`src/rtl/pc_pkg.sv`:
```
// pc_pkg: next-PC select encoding and PC increment shared by fetch, hazard and PC logic.
package pc_pkg;
    typedef enum logic [2:0] {SEL_TRAP, SEL_BR, SEL_HOLD, SEL_RAS, SEL_SEQ} next_pc_sel_e;
    localparam int PC_INC = 4;
endpackage

```
`src/rtl/pc_ras.sv`:
```
// pc_ras: circular return-address stack; a push when full overwrites the oldest entry.
module pc_ras #(
    parameter int XLEN  = 32,
    parameter int DEPTH = 4
) (
    input  logic                       i_clk,
    input  logic                       i_rst,
    input  logic                       push,
    input  logic                       pop,
    input  logic [XLEN-1:0]            push_data,
    output logic [XLEN-1:0]            top,
    output logic [$clog2(DEPTH+1)-1:0] count
);
    localparam int AW = $clog2(DEPTH);
    localparam int CW = $clog2(DEPTH + 1);
    logic [XLEN-1:0] mem [DEPTH];
    logic [AW-1:0]   ptr;
    logic            do_pop;
    assign do_pop = pop && count != '0;
    assign top = mem[ptr];
    always_ff @(posedge i_clk or posedge i_rst) begin
        if (i_rst) begin
            ptr   <= '0;
            count <= '0;
        end else if (push && !do_pop) begin
            ptr   <= ptr + AW'(1);
            count <= count == CW'(DEPTH) ? count : count + CW'(1);
        end else if (do_pop && !push) begin
            ptr   <= ptr - AW'(1);
            count <= count - CW'(1);
        end
    end
    // Simultaneous push+pop replaces the top in place, leaving pointer and count alone.
    always_ff @(posedge i_clk) begin
        if (push) mem[do_pop ? ptr : ptr + AW'(1)] <= push_data;
    end
endmodule

```
`src/rtl/pc_gen.sv`:
```
// pc_gen: fetch PC register with trap/branch redirect, stall, RAS return prediction and misalign flag.
module pc_gen
    import pc_pkg::*;
#(
    parameter int              XLEN       = 32,
    parameter logic [XLEN-1:0] RESET_VEC  = '0,
    parameter int              RAS_DEPTH  = 4,
    parameter int              ALIGN_BITS = 2
) (
    input  logic                           i_clk,
    input  logic                           i_rst,
    input  logic                           i_stall,
    input  logic                           i_trap_vld,
    input  logic [XLEN-1:0]                i_trap_vec,
    input  logic                           i_br_vld,
    input  logic [XLEN-1:0]                i_br_target,
    input  logic                           i_call,
    input  logic                           i_ret,
    output logic [XLEN-1:0]                o_pc,
    output logic [XLEN-1:0]                o_pc_4,
    output logic                           o_misalign,
    output logic [$clog2(RAS_DEPTH+1)-1:0] o_ras_count,
    output logic                           o_ras_full,
    output logic                           o_ras_empty
);
    localparam logic [XLEN-1:0] ALIGN_MASK = ~((XLEN'(1) << ALIGN_BITS) - XLEN'(1));
    next_pc_sel_e    sel;
    logic [XLEN-1:0] ras_top, target, next_pc;
    logic            redirect, ras_push, ras_pop;
    always_comb begin
        sel = i_trap_vld ? SEL_TRAP : i_br_vld ? SEL_BR : i_stall ? SEL_HOLD :
              (i_ret && !o_ras_empty) ? SEL_RAS : SEL_SEQ;
    end
    assign redirect = sel == SEL_TRAP || sel == SEL_BR;
    assign target   = sel == SEL_TRAP ? i_trap_vec : i_br_target;
    assign next_pc  = redirect ? (target & ALIGN_MASK) : sel == SEL_HOLD ? o_pc :
                      sel == SEL_RAS ? ras_top : o_pc_4;
    // The stack only moves when the fetch actually advances along the sequential/return path.
    assign ras_push    = i_call && (sel == SEL_RAS || sel == SEL_SEQ);
    assign ras_pop     = sel == SEL_RAS;
    assign o_pc_4      = o_pc + XLEN'(PC_INC);
    assign o_ras_full  = o_ras_count == ($clog2(RAS_DEPTH+1))'(RAS_DEPTH);
    assign o_ras_empty = o_ras_count == '0;
    always_ff @(posedge i_clk or posedge i_rst) begin
        if (i_rst) begin
            o_pc       <= RESET_VEC;
            o_misalign <= 1'b0;
        end else begin
            o_pc       <= next_pc;
            o_misalign <= redirect && ((target & ~ALIGN_MASK) != '0);
        end
    end
    pc_ras #(.XLEN(XLEN), .DEPTH(RAS_DEPTH)) u_ras (
        .i_clk     (i_clk),
        .i_rst     (i_rst),
        .push      (ras_push),
        .pop       (ras_pop),
        .push_data (o_pc_4),
        .top       (ras_top),
        .count     (o_ras_count)
    );
endmodule

```
`config.mk`:
```
export PLATFORM = sky130hd
export DESIGN_NAME = pc_gen
export DESIGN_NICKNAME = d
export VERILOG_FILES = /design/src/rtl/pc_pkg.sv /design/src/rtl/pc_ras.sv /design/src/rtl/pc_gen.sv
export SDC_FILE = /design/constraint.sdc
export NUM_CORES = 1
export LEC_CHECK = 0
export ABC_AREA = 0
export BUFFER_PORTS_ARGS = -buffer_cell sky130_fd_sc_hd__buf_4
export CAP_MARGIN = 20
export CORE_AREA = 2 2 181 94
export DETAILED_ROUTE_END_ITERATION = 7
export DIE_AREA = 0 0 183 96
export PLACE_DENSITY = 0.72
export SLEW_MARGIN = 5
export SYNTH_ARGS = -nofsm -noshare
export SYNTH_HDL_FRONTEND = slang
export SYNTH_SLANG_ARGS = --single-unit
```
`constraint.sdc`:
```
create_clock -name i_clk -period 7.5 [get_ports i_clk]
set_input_delay 1.875 -clock i_clk [delete_from_list [all_inputs] [get_ports i_clk]]
set_output_delay 1.875 -clock i_clk [all_outputs]
set_load 0.01 [all_outputs]
```
==> out/metrics.yaml, run 1 <==
status:
  status: "finished, final reports clean"
cts:
  post_cts_buffers: 0
  ctsHoldBuffers: 0
  insertion_delay_ns: 0.42
  cts_resized: 0
  cts_tree: "done"
  htree_levels: 4
  cts_made_buffers: 17
  clkSinkCount: 166
  cts_buffer_depth: 2
  root_buffer: "clkbuf_16"
  clkSlewWorstSetupHoldPaths_ns: 0.07
timing:
  timing.hold.ws_ns: 0.584
  setup_viol: 0
  finalCriticalPeriod_ns: 5.11
  fin_crit_sh_pct: 68.1
  finClkSkew_ns: 0.00724
  tightest_slew_ns: 0.918
  max_freq_ghz: 0.196
  rsz0062_at_grt: "false"
  slew_viol_final: 0
  fin_setup_tns_ns: 0
  finalHoldViolations: 0
  slew_headroom_pct: 38.6
grt:
  grt_pass1_vias: 5685
  grt_max_degree: 65
  antenna_found_initial: 1
  overflow: 0
  track_usage_pct: 26.3
  grt_pass1_wl_microns: 33500
place:
  dp.cells: 893
  globalplace.congestion: 0.900
  port_buffers: 140
  placed_area_sq_um: 9060
  dpl.hpwl_microns: 15300
layout:
  stdcell_area_sq_um: 9650
  nets: 777
  n_fill_cell: 1257
  finalNonFillerCells: 925
  multi_input_area_sq_um: 2830
  final_util_pct: 60.3
  layout-drive-gt1-share_pct: 34.3
  area_growth_pct: 23.1
  diodes: 0
  seq_area_sq_um: 4800
floorplan:
  placementRows: 33
  dieArea_sq_um: 17600
  initial_core_util_pct: 48.9
  fp.coreArea_sq_um: 16000
  ios: 141
  die_h_microns: 96
  dieWidth_microns: 183
synth:
  ys_warn_count: 0
  seq_area_frac_synth_pct: 61.2
  ys_ff_latch: 166
  synth_edf_count: 128
  ys_async_sr_fraction_pct: 22.9
  synth_nets: 647
  avgSynthCellArea_sq_um: 13.7
  syn-instance-count: 572
  synthFlopType: "edfxtp_1"
  yosysUniqueCellTypes: 62
  syn_area_sq_um: 7840
critical_path:
  worst_ep_required_time_ns: 5.62
  crit_fanout: 11
  cp_slowest_cell: "nor3_2"
  criticalPathCategory: "reg2out"
  critPathArrivalTime_ns: 3.23
  cp_slowest_stage_delay_ns: 0.63
  cp-start-kind: "register"
  path_cells: "and4_1 > nand3_1 > nor3_2 > nand2_1 > xnor2_1 > buf_4"
  endpoint_kind: "output port"
  critical-path-top-delay-family: "simple AND/OR/NAND/NOR gates"
  crit_buf_inv: 1
  r2r_setup_slack_ns: 4.09
pwr:
  power_density_nw_per_um2: 287
  vdd_drop_max_mv: 0.162
  power.leakage_nw: 3.62
routing:
  post_drt_wl_per_cell_microns: 24.2
  viasPerCell: 6.18
  drc: 0
  drt-initial-drc-count: 595
  dr.pass1.iters: 5
  totalWireLength_microns: 22300
  postRouteAntennaNets: 0
  vias: 5721
job:
  drv_cap: 0
worst_hold_path:
  min_path_type: "reg2reg"
## cell usage after synthesis, types with 11 or more instances
cell        n  area share (%)
nand3_1    15            0.96
inv_1      12            0.57
clkbuf_1   11            0.53
nand2_1    53             2.5
a21oi_1    42             2.7
xor2_1     12             1.3
mux4_2     32             9.2
dfrtp_1    38              12
o21ai_0    16             1.0
buf_2      13            0.83
edfxtp_1  128              49
nor2_1     25             1.2
xnor2_1    22             2.5
## per-stage QoR
step	power [mW]	setup WS (ns)
6_report	2.77	2.39
4_1_cts	2.78	2.56
3_3_place_gp	1.89	2.56
5_1_grt	2.88	2.30
2_1_floorplan	1.64	1.74
3_5_place_dp	1.91	2.42
## registers in the layout (all words and copies together), names as in the netlist
register / count
o_misalign: 1
o_pc: 32
u_ras.count: 3
u_ras.mem: 128
u_ras.ptr: 2
## worst paths after layout
path	from	endpoint	depth (start not counted)
max reg2reg	u_ras.count[0]	u_ras.mem[3][17]	7
max	o_pc[12]	o_pc_4[28]	6
min reg2reg	u_ras.count[2]	u_ras.count[2]	1
min in group asynchronous	i_rst	o_misalign	3
min	u_ras.count[2]	u_ras.count[2]	1
max in group asynchronous	i_rst	u_ras.ptr[0]	3
## metal layers
metal  up-vias  GRT usage (%)  routed length (microns)
met5         -              0                        0
met4         0           5.60                      111
met3        22           6.70                     2590
met2       381           40.6                     9950
met1      2842           38.3                     9700
li1       2476              -                        -
## cells by family (layout without fill, tap and decap cells)
| logic type | after synthesis | after routing | synth area share, % |
|---|---|---|---|
| compound gates | 125 | 125 | 10.9 |
| xor+xnor | 34 | 34 | 3.80 |
| fa+ha+maj | 4 | 4 | 0.734 |
| buf+inv | 51 | 194 | 3.08 |
| flops | 166 | 166 | 61.2 |
| mux | 36 | 36 | 9.72 |
| simple gates | 156 | 156 | 10.6 |
## area by class of cell
cell class	instances	area share (%)
clock buffer	18	4.55
tap	210	2.72
sequential	166	49.7
inverter	13	0.506
multi-input combinational	355	29.3
timing repair buffer	149	11.6
clock inverter	14	1.63
## placed cells by master, fill, tap and decap left out, types with 4 or more instances in the layout
| cell | netlist | routed |
|---|---|---|
| xnor2_1 | 22 | 22 |
| edfxtp_1 | 128 | 128 |
| a31o_2 | 5 | 5 |
| mux4_2 | 32 | 32 |
| nand4_1 | 7 | 7 |
| nand2_1 | 53 | 53 |
| o221a_2 | 6 | 6 |
| a31oi_1 | 8 | 8 |
| a221o_1 | 10 | 10 |
| xor2_1 | 12 | 12 |
| or3_1 | 8 | 8 |
| nor2_1 | 25 | 25 |
| buf_4 | 5 | 149 |
| a211oi_1 | 4 | 4 |
| clkbuf_16 | 0 | 17 |
| dfrtp_1 | 38 | 37 |
| and4_1 | 7 | 7 |
| o21ai_0 | 16 | 16 |
| nor3_1 | 8 | 8 |
| and2_1 | 6 | 6 |
| inv_1 | 12 | 12 |
| a21oi_1 | 42 | 40 |
| inv_6 | 0 | 5 |
| nand3_1 | 15 | 15 |
| and3_1 | 5 | 5 |
| o211ai_1 | 5 | 5 |
## power by group
group          total [mW]  switching [mW]  internal (mW)  leakage [nW]
clock               0.872           0.390          0.483         0.291
combinational       0.741           0.389          0.351          1.71
sequential           1.16          0.0776           1.08          1.62
Power figures use the tool's default switching activity.
==> inputs of run 2 (changes only) <==
--- a/config.mk
+++ b/config.mk
@@ -5,13 +5,13 @@
 export SDC_FILE = /design/constraint.sdc
 export NUM_CORES = 1
 export LEC_CHECK = 0
-export ABC_AREA = 0
+export ABC_AREA = 1
 export BUFFER_PORTS_ARGS = -buffer_cell sky130_fd_sc_hd__buf_4
 export CAP_MARGIN = 20
-export CORE_AREA = 2 2 181 94
+export CORE_AREA = 2 2 184 96
 export DETAILED_ROUTE_END_ITERATION = 7
-export DIE_AREA = 0 0 183 96
-export PLACE_DENSITY = 0.72
+export DIE_AREA = 0 0 186 98
+export PLACE_DENSITY = 0.71
 export SLEW_MARGIN = 5
 export SYNTH_ARGS = -nofsm -noshare
 export SYNTH_HDL_FRONTEND = slang
==> constraint.sdc (replaced) <==
create_clock -name i_clk -period 5.15 [get_ports i_clk]
set_input_delay 1.2875 -clock i_clk [delete_from_list [all_inputs] [get_ports i_clk]]
set_output_delay 1.2875 -clock i_clk [all_outputs]
set_load 0.01 [all_outputs]
==> out/metrics.yaml, run 2 <==
critical_path:
  endpoint_kind: "output port"
  crit_fanout: 6  # -5
  cp_slowest_cell: "dfrtp_1"
  crit_top_cell: "nand2_1"
  criticalPathCategory: "reg2out"
  r2r_setup_slack_ns: 2.54  # -1.55 ns
  path_cells: "nand2_1 > nor2_1 > nand2_1 > nor2_1 > nand3_1 > nand2_1 > buf_4"
  cp-start-kind: "register"
  rr_startpoint: "u_ras.ptr[0]"
  r2r_end: "u_ras.mem[2][20]"
  cp_slowest_stage_delay_ns: 0.52  # -0.11 ns
  crit_buf_inv: 1  # unchanged
  critical-path-top-delay-family: "simple AND/OR/NAND/NOR gates"
  worst_ep_required_time_ns: 3.86  # -1.76 ns
  critPathArrivalTime_ns: 2.48  # -0.75 ns
  reg2reg_depth: 5  # -2
place:
  dp_slack_ns: 1.09  # -1.33 ns
  port_buffers: 140  # unchanged
  globalplace.congestion: 0.917  # +1.8%
  dp.cells: 1188  # +33%
  placed_area_sq_um: 9400  # +3.7%
  dpl.hpwl_microns: 17100  # +12%
cts:
  htree_levels: 4  # unchanged
  post_cts_buffers: 0  # unchanged
  insertion_delay_ns: 0.44  # +0.02 ns
  clkSinkCount: 166  # unchanged
  cts_made_buffers: 17  # unchanged
  root_buffer: "clkbuf_16"
  cts_buffer_depth: 2  # unchanged
  cts_resized: 0  # unchanged
  clkSlewWorstSetupHoldPaths_ns: 0.08  # about the same
  ctsHoldBuffers: 0  # unchanged
  cts_tree: "done"
floorplan:
  ios: 141  # unchanged
  fp.coreArea_sq_um: 16800  # +4.9%
  dieWidth_microns: 186  # +1.6%
  initial_core_util_pct: 48.3  # -0.68 points
  placementRows: 34  # +3.0%
  die_h_microns: 98  # +2.1%
  dieArea_sq_um: 18200  # +3.8%
pwr:
  internal-power_mw: 2.65  # +39%
  power_switching_mw: 1.56  # +82%
  total_power_mw: 4.21  # +52%
  p_comb_share_pct: 29.5  # +2.7 points
  power.leakage_nw: 4.05  # +12%
  vdd_drop_max_mv: 0.389  # +140%
  power_density_nw_per_um2: 421  # +47%
  pwr-share-clk_pct: 30.6  # -0.9 points
  seq_power_share_pct: 39.9  # -1.8 points
  power.share.switching_pct: 37.0  # +6.0 points
grt:
  overflow: 0  # unchanged
  antenna_found_initial: 0  # -1
  grt_pass1_wl_microns: 37900  # +13%
  track_usage_pct: 28.5  # +2.1 points
  grt_pass1_vias: 6270  # +10%
  grt_max_degree: 71  # +9.2%
synth:
  seq_area_frac_synth_pct: 59.1  # -2.0 points
  yosysUniqueCellTypes: 42  # -32%
  yosysTopAreaCell: "edfxtp_1"
  synthFlopType: "edfxtp_1"
  syn_area_sq_um: 8110  # +3.4%
  netlist_top_cells_count: "nand2_1, nor2_1, edfxtp_1"
  synth_nets: 916  # +42%
  ys_warn_count: 0  # unchanged
  synth_top_area_share_pct: 47.4  # -1.6 points
  post-synth-top-count-cell: "nand2_1"
  ys_ff_latch: 166  # unchanged
  ys_async_sr_fraction_pct: 22.9  # unchanged
  synth_area_leaders: "edfxtp_1, dfrtp_1, nand2_1"
  synth_edf_count: 128  # unchanged
  syn-instance-count: 841  # +47%
  avgSynthCellArea_sq_um: 9.64  # -30%
layout:
  largest_reg_flops: 128  # unchanged
  nets: 1048  # +35%
  stdcell_area_sq_um: 10000  # +3.6%
  layout-drive-gt1-share_pct: 23.4  # -11 points
  area_growth_pct: 23.4
  top_register: "u_ras.mem"
  finalNonFillerCells: 1220  # +32%
  n_fill_cell: 1455  # +16%
  mostFrequentLayoutCells: "nand2_1, buf_4, nor2_1"
  diodes: 0  # unchanged
  final_util_pct: 59.5  # -0.72 points
  layout_commonest_cell: "nand2_1"
  largestRegisters: "u_ras.mem: 128 flops, o_pc: 32 flops, u_ras.count: 3 flops"
timing:
  slew_headroom_pct: 43.4  # +4.7 points
  finalCriticalPeriod_ns: 3.77
  max_freq_ghz: 0.265
  timing.hold.ws_ns: 0.515  # -0.0687 ns
  setup_ws_ns: 1.38  # -1.01 ns
  finalHoldViolations: 0  # unchanged
  rsz0062_at_grt: "false"
  tightest_slew_ns: 0.849  # -0.0698 ns
  finClkSkew_ns: 0.0168  # +0.00958 ns
  setup_viol: 0  # unchanged
  fin_crit_sh_pct: 73.2
  slew_viol_final: 0  # unchanged
  fin_setup_tns_ns: 0  # unchanged
routing:
  postRouteAntennaNets: 0  # unchanged
  vias: 7001  # +22%
  viasPerCell: 5.74  # -7.2%
  met1_length_microns: 11100  # +14%
  dr_wl_met3_microns: 3480  # +34%
  routed.top_layer: "met4"
  drt-initial-drc-count: 776  # +30%
  totalWireLength_microns: 25400  # +14%
  dr.pass1.iters: 6  # +1
  dr_wl_met2_microns: 10500  # +5.2%
  post_drt_wl_per_cell_microns: 20.8  # -14%
  drc: 0  # unchanged
job:
  drv_cap: 0  # unchanged
worst_hold_path:
  min_to: "u_ras.count[2]"
  holdPathStages: 1  # unchanged
  min_path_type: "reg2reg"
  hp-start: "u_ras.count[2]"
status:
  status: "finished, final reports clean"
-- run 2: cell count changes after synthesis, sizes merged, moves of 17 or more --
cell    before  now
nand2       55  187
a221oi       2   19
nor2        27  156
xnor2       22    4
inv         13   48
mux4        32    0
nand3       15   55
o21ai       17   71
-- run 2: worst max-delay path by stage --
stage / cells after the start / end / slack (ns) / startpoint
finish: 7 / o_pc_4[28] / 1.38 / o_pc[11]
global route: 6 / o_pc_4[17] / 1.31 / o_pc[9]
CTS: 6 / o_pc_4[17] / 1.46 / o_pc[2]
detailed placement: 8 / u_ras.mem[3][9] / 1.09 / i_trap_vld
global placement: 8 / u_ras.mem[3][9] / 1.19 / i_trap_vld
floorplan: 7 / u_ras.mem[1][0] / 1.23 / i_trap_vld
-- run 2: metal layers --
metal / vias to the layer above / track usage (%)
met3: 38 / 7.35
met2: 461 / 38.8
met4: 0 / 7.51
met1: 3342 / 44.8
met5: - / 0
li1: 3160 / -
-- run 2: kinds of logic after synthesis --
group / synth area share (%)
AND/OR/NAND/NOR: 21.9
flip-flops: 59.1
multiplexers: 0.139
buffers and inverters: 4.66
AO/OA/AOI/OAI: 11.6
adder cells (fa/ha/maj): 0.710
XOR/XNOR: 1.82
-- run 2: final cells by class --
type | count | area [sq um] | share of cell area (%)
Inverter | 48 | 180 | 1.80
Tap cell | 234 | 293 | 2.93
Timing Repair Buffer | 154 | 1180 | 11.8
Sequential cell | 166 | 4800 | 47.9
Multi-Input combinational cell | 586 | 2950 | 29.4
Clock inverter | 15 | 183 | 1.83
Clock buffer | 17 | 425 | 4.25
-- run 2: power by group through the flow --
stage	clock (mW)	combinational [mW]	sequential [mW]
floorplan	0	0.749	1.69
CTS	1.29	1.24	1.68
detailed placement	0	1.23	1.71
global route	1.34	1.36	1.69
finish	1.29	1.24	1.68
global placement	0	1.21	1.70
